$ cat src/rtl/pwm_duty_selector.sv
// pwm_duty_selector: button-stepped, saturating PWM duty setting with period-aligned duty updates.
// Auto-repeat on a long press is compiled in only when PWM_SEL_AUTOREPEAT_EN is defined.
module pwm_duty_selector #(
    parameter int PWM_BITS    = 8,
    parameter int DUTY_STEP   = 32,
    parameter int REPEAT_DLY  = 1000,
    parameter int REPEAT_RATE = 200
) (
    input  logic                clk,
    input  logic                rst_n,
    input  logic                EN_Selector,
    input  logic                dir,
    output logic [PWM_BITS-1:0] duty,
    output logic                pwm_out,
    output logic                period_tick
);
    localparam logic [PWM_BITS-1:0] CNT_LAST  = {{(PWM_BITS-1){1'b1}}, 1'b0};
    localparam logic [PWM_BITS:0]   STEP      = (PWM_BITS+1)'(DUTY_STEP);
    localparam int                  HW        = $clog2(REPEAT_DLY + 1);
    localparam logic [HW-1:0]       HOLD_LAST = HW'(REPEAT_DLY - 1);
`ifdef PWM_SEL_AUTOREPEAT_EN
    localparam int                  RW        = $clog2(REPEAT_RATE + 1);
    localparam logic [RW-1:0]       RATE_LAST = RW'(REPEAT_RATE - 1);
`endif

    typedef enum logic [1:0] {IDLE, HOLD, REPEAT} state_e;

    state_e              state_q, state_d;
    logic                btn_q;
    logic [HW-1:0]       hold_q, hold_d;
`ifdef PWM_SEL_AUTOREPEAT_EN
    logic [RW-1:0]       rep_q, rep_d;
`endif
    logic [PWM_BITS-1:0] duty_q, duty_d;
    logic [PWM_BITS-1:0] duty_active_q, duty_active_d;
    logic [PWM_BITS-1:0] cnt_q, cnt_d;
    logic                pwm_q, pwm_d;
    logic                press, step, wrap;
    logic [PWM_BITS:0]   sum, diff;

    assign press = EN_Selector && !btn_q;
    assign wrap  = cnt_q == CNT_LAST;

    always_ff @(posedge clk) begin
        if (!rst_n) state_q <= IDLE;
        else        state_q <= state_d;
    end

    always_comb begin
        state_d = state_q;
        case (state_q)
            IDLE:    if (press) state_d = HOLD;
            HOLD: begin
                if (!EN_Selector) state_d = IDLE;
`ifdef PWM_SEL_AUTOREPEAT_EN
                else if (hold_q == HOLD_LAST) state_d = REPEAT;
`endif
            end
            REPEAT:  if (!EN_Selector) state_d = IDLE;
            default: state_d = IDLE;
        endcase
    end

    // Steps fire on the press edge, on HOLD->REPEAT entry, then every REPEAT_RATE cycles.
    always_comb begin
        step   = 1'b0;
        hold_d = '0;
`ifdef PWM_SEL_AUTOREPEAT_EN
        rep_d  = '0;
`endif
        case (state_q)
            IDLE: step = press;
            HOLD: begin
                hold_d = (hold_q == HOLD_LAST) ? hold_q : hold_q + 1'b1;
`ifdef PWM_SEL_AUTOREPEAT_EN
                step   = EN_Selector && hold_q == HOLD_LAST;
`endif
            end
`ifdef PWM_SEL_AUTOREPEAT_EN
            REPEAT: begin
                rep_d = (rep_q == RATE_LAST) ? '0 : rep_q + 1'b1;
                step  = EN_Selector && rep_q == RATE_LAST;
            end
`endif
            default: ;
        endcase
    end

    // One extra bit catches carry/borrow so the duty saturates instead of wrapping.
    always_comb begin
        sum           = {1'b0, duty_q} + STEP;
        diff          = {1'b0, duty_q} - STEP;
        duty_d        = !step ? duty_q
                      : dir   ? (diff[PWM_BITS] ? '0 : diff[PWM_BITS-1:0])
                      :         (sum[PWM_BITS]  ? '1 : sum[PWM_BITS-1:0]);
        cnt_d         = wrap ? '0 : cnt_q + 1'b1;
        duty_active_d = wrap ? duty_q : duty_active_q;
        pwm_d         = cnt_q < duty_active_q;
    end

    always_ff @(posedge clk) begin
        if (!rst_n) begin
            btn_q         <= 1'b1;
            hold_q        <= '0;
`ifdef PWM_SEL_AUTOREPEAT_EN
            rep_q         <= '0;
`endif
            duty_q        <= '0;
            duty_active_q <= '0;
            cnt_q         <= '0;
            pwm_q         <= 1'b0;
        end else begin
            btn_q         <= EN_Selector;
            hold_q        <= hold_d;
`ifdef PWM_SEL_AUTOREPEAT_EN
            rep_q         <= rep_d;
`endif
            duty_q        <= duty_d;
            duty_active_q <= duty_active_d;
            cnt_q         <= cnt_d;
            pwm_q         <= pwm_d;
        end
    end

    assign duty        = duty_q;
    assign pwm_out     = pwm_q;
    assign period_tick = wrap;
endmodule
$ cat config.mk
export PLATFORM = sky130hd
export DESIGN_NAME = pwm_duty_selector
export DESIGN_NICKNAME = d
export VERILOG_FILES = /design/src/rtl/pwm_duty_selector.sv
export SDC_FILE = /design/constraint.sdc
export NUM_CORES = 1
export LEC_CHECK = 0
export CORE_MARGIN = 3
export CORE_UTILIZATION = 31
export CTS_CLUSTER_DIAMETER = 60
export DETAILED_ROUTE_END_ITERATION = 8
export SYNTH_ARGS = -nofsm -noshare
export SYNTH_HDL_FRONTEND = slang
export SYNTH_SLANG_ARGS = --single-unit
$ cat constraint.sdc
create_clock -name clk -period 4.48 [get_ports clk]
set_input_delay 1.12 -clock clk [delete_from_list [all_inputs] [get_ports clk]]
set_output_delay 1.12 -clock clk [all_outputs]
set_load 0.05 [all_outputs]
# Yosys cells after proc, flatten, opt, wreduce, memory -nomap -nowiden
# Cells that the tools add are included.
# totals
reg_bits	28
in_bits	4
# op_classes
muxes	7
bitwise	1
order_cmp	1
n_reduce_logical	6
add_sub_neg	3
eq_ne	5
# op_table
operator	n
$mux 8	3
$add 8x6->9 const B	1
$sub 8x6->9 const B	1
$add 8x1->8 const B	1
$eq 8x8->1 const B	1
$lt 8x8->1	1
$mux 2	2
$ne 2x2->1 const B	2
$pmux 2 s2	1
$reduce_or 2->1	2
$eq 2x1->1 const B	1
$eq 2x2->1 const B	1
$logic_not 2->1	1
$reduce_and 2->1	1
$logic_and 1x1->1	1
$logic_not 1->1	1
$mux 1	1
$not 1->1	1

# Depth between registers and ports, before layout
# logic_depth
depth_word	4
ltp_mapped	7

# Least setup slack after synthesis
# Ideal clock, no wire load.
# synth_timing
path_kind	register to output
startpoint	register cnt_q[0]
endpoint	output port period_tick
arrival_time_ns	1.072
slack_ns	2.288
path_stages_with_launch	6
cell_sequence	dfxtp_1 -> inv_1 -> ha_1 -> and3_1 -> nor2b_1 -> buf_4
# synth_via
elab_chain_len	1
# synth_rtl
element	line_no	rtl
start: declaration	36	logic [PWM_BITS-1:0] cnt_q, cnt_d;
start signal: assignment	120	cnt_q <= cnt_d;
$eq 8x8->1	42	assign wrap = cnt_q == CNT_LAST;
end: declaration	15	output logic period_tick
# Every way passes these cells.

# Worst setup path in the final report
# Same ends and word-level chain as after synthesis.

==> reports/qor.csv <==
metric,value,unit
status,"finished, final reports clean",
finalSetupTns,0,ns
hold_viol,0,
fin_crit,3.55,ns
p_clk_frac,0.287,
hold_path_class,register to register,
grt_overflow,0,
first_iter_violations,19,
yosysWarnings,0,
grt_antenna_before_repair,0,
die_h,64.3,um
endpoint_kind,output pin,
die_x,64.3,um
critPathTopFamily,buffers and inverters,
syn2layout_area_growth,14.1,%
power.share.switching,0.250,
cts_root_buffer,clkbuf_4,
numCtsBuffers,3,
p_switching,73.1,uW
required,3.36,ns
post-route-drc-count,0,
drtAntennaViolNets,0,
worst-path-buf-inv,2,
tightest_slew,0.532,ns
post-cts-setup-buffers,0,
vias,828,
yosysSeqAreaShare,0.361,
antennaDiodeCount,0,
gp_congestion,0.818,
cap_violations,0,
slew_headroom,0.644,
combPwrFrac,0.105,
portBuffers,13,
fin_skew,0.00218,ns
fin_hold_ws,0.427,ns
path_clk_slew,0.10,ns
max_stage_delay,0.91,ns
die-area,0.00413,mm^2
core-area,0.00315,mm^2
syn_area,0.00105,mm^2
critPathLaunchType,register,
slew_violations,0,
wire_per_inst,10.4,um
syn-instance-count,124,
synth_cell_type_count,33,
ys_seq_elements,19,
grt_max_degree,12,
cts_max_level,1,
ir_worst_vdd,106,uV
max_clock_freq,281,MHz
cts_hold_buf,0,
mappedNetlistNets,139,
arrival,2.43,ns
fin_cells,176,
fill_cells,346,
rows,20,
power_density,244,mW/mm^2
final_net_count,148,
crit_fanout,6,
dp.cells,172,
rsz0062_at_grt,no,
power.share.sequential,0.608,
drt_first_pass_iters,4,
grt_pass1_wl,3280,um
io_pins,14,
crit_type,register to output pin,
cts_buffer_depth,2,
syn_area_per_cell,8.50,um^2
detail_route.wirelength,1840,um
post_cts_resized,0,
initial_core_util,0.334,
hpwlAfterDp,1400,um
grt_usage,0.100,
fin_crit_sh,0.793,
cts_tree,yes,
p_leak,0.000441,uW
vias_per_cell,4.70,
cellInternalPower,220,uW
slowest_stage,clkdlybuf4s50_1,
crit_chain,inv_1 > ha_1 > and3_1 > nor2b_1 > clkdlybuf4s50_1,
drive_above_1_share,0.0455,
insertion_delay,0.30,ns
timing.final.setup_violations,0,
grt_pass1_vias,773,
cts.sinks,19,
==> state kept, by name (all words and copies together) (netlist names) <==
register       cells
btn_q              1
pwm_out            1
duty_active_q      4
state_q            1
duty               4
cnt_q              8
==> stage by stage <==
step	area, um^2	setup WS [ns]	power [uW]	util
floorplan	1050	2.29	203	-
global placement	1170	1.29	213	0.373
detailed placement	1170	1.25	213	0.373
CTS	1200	0.898	299	0.381
global route	1200	0.763	311	0.381
finish	1200	0.926	293	0.381
==> placed cells by master, fill, tap and decap left out, types with 2 or more instances in the layout <==
| master | n |
|---|---|
| dfxtp_1 | 19 |
| nor2_1 | 17 |
| clkdlybuf4s50_1 | 13 |
| inv_1 | 11 |
| a21oi_1 | 11 |
| ha_1 | 11 |
| nand2_1 | 7 |
| mux2i_1 | 4 |
| nand3_1 | 4 |
| nor2b_1 | 3 |
| o21ai_1 | 3 |
| clkbuf_4 | 3 |
| nand2b_1 | 2 |
| o21ai_0 | 2 |
| o22ai_1 | 2 |
| nor3_1 | 2 |
| xor2_1 | 2 |
==> cell families (layout without fill, tap and decap cells) <==
logic type                 after synthesis  in the layout  synth area share
and+or+nand+nor                         40             40             0.179
AOI/OAI and AO/OA                       27             27             0.166
buffers and inverters                   20             28            0.0998
DFF                                     19             19             0.361
adders and majority gates               11             11             0.131
muxes                                    4              4            0.0380
xor gates and xnor gates                 3              3            0.0249
==> worst register-to-register path: stages, from the launching register on <==
cell      delay [ns]
dfxtp_1         0.36
inv_1           0.07
ha_1            0.12
and3_1          0.20
nor2b_1         0.47
nand2b_1        0.29
nor2_1          0.07
==> power by group through the flow <==
stage | Sequential (uW) | Combinational, uW | Clock, uW
after CTS | 178 | 31.1 | 90.1
after global routing | 179 | 34.4 | 97.4
after floorplan | 185 | 17.7 | 0
after global placement | 182 | 30.8 | 0
final | 178 | 30.7 | 84.0
after detailed placement | 182 | 30.8 | 0
==> layout make-up <==
class	instances	area, um^2	share of cell area
multi-input combinational	85	568	0.472
sequential	19	380	0.316
clock inverter	1	5.00	0.00416
inverter	11	41.3	0.0343
tap	44	55.1	0.0458
timing repair buffer	13	130	0.108
clock buffer	3	22.5	0.0187
==> final timing paths <==
kind	endpoint	startpoint	cells past startpoint	slack, ns
worst min register to register	state_q[0]	btn_q	1	0.43
worst max-delay path	period_tick	cnt_q[0]	5	0.93
worst max register to register	cnt_q[3]	cnt_q[0]	6	2.78
worst min-delay path	state_q[0]	btn_q	1	0.43
==> cells in the mapped netlist, drive strengths merged <==
library cell   n  share of area
a2111oi        1         0.0083
a211oi         1         0.0071
a21o           1         0.0071
a21oi         11          0.052
a221oi         1         0.0083
a311oi         1          0.014
and3           1         0.0059
buf            7          0.053
clkbuf         2         0.0071
dfxtp         19           0.36
ha            11           0.13
inv           11          0.039
mux2i          4          0.038
nand2          7          0.025
nand2b         2          0.012
nand3          4          0.019
nand4          1         0.0059
nor2          17          0.061
nor2b          3          0.018
nor3           3          0.019
o2111ai        1         0.0083
o211a          1         0.0095
o21ai          5          0.024
o22ai          2          0.012
o31ai          1         0.0071
o32ai          1         0.0083
or3            1         0.0059
or3b           1         0.0083
xnor2          1         0.0083
xor2           2          0.017
==> layer usage <==
metal  wire (um)  part of all wire  GRT usage  up-vias
met1         903              0.49      0.121      368
met5           0                 0          0        -
met3          75             0.041     0.0334        4
met4          51             0.028     0.0554        0
li1            -                 -          -      442
met2         805              0.44      0.155       14
Note: power is estimated with default switching activity, not from simulation.
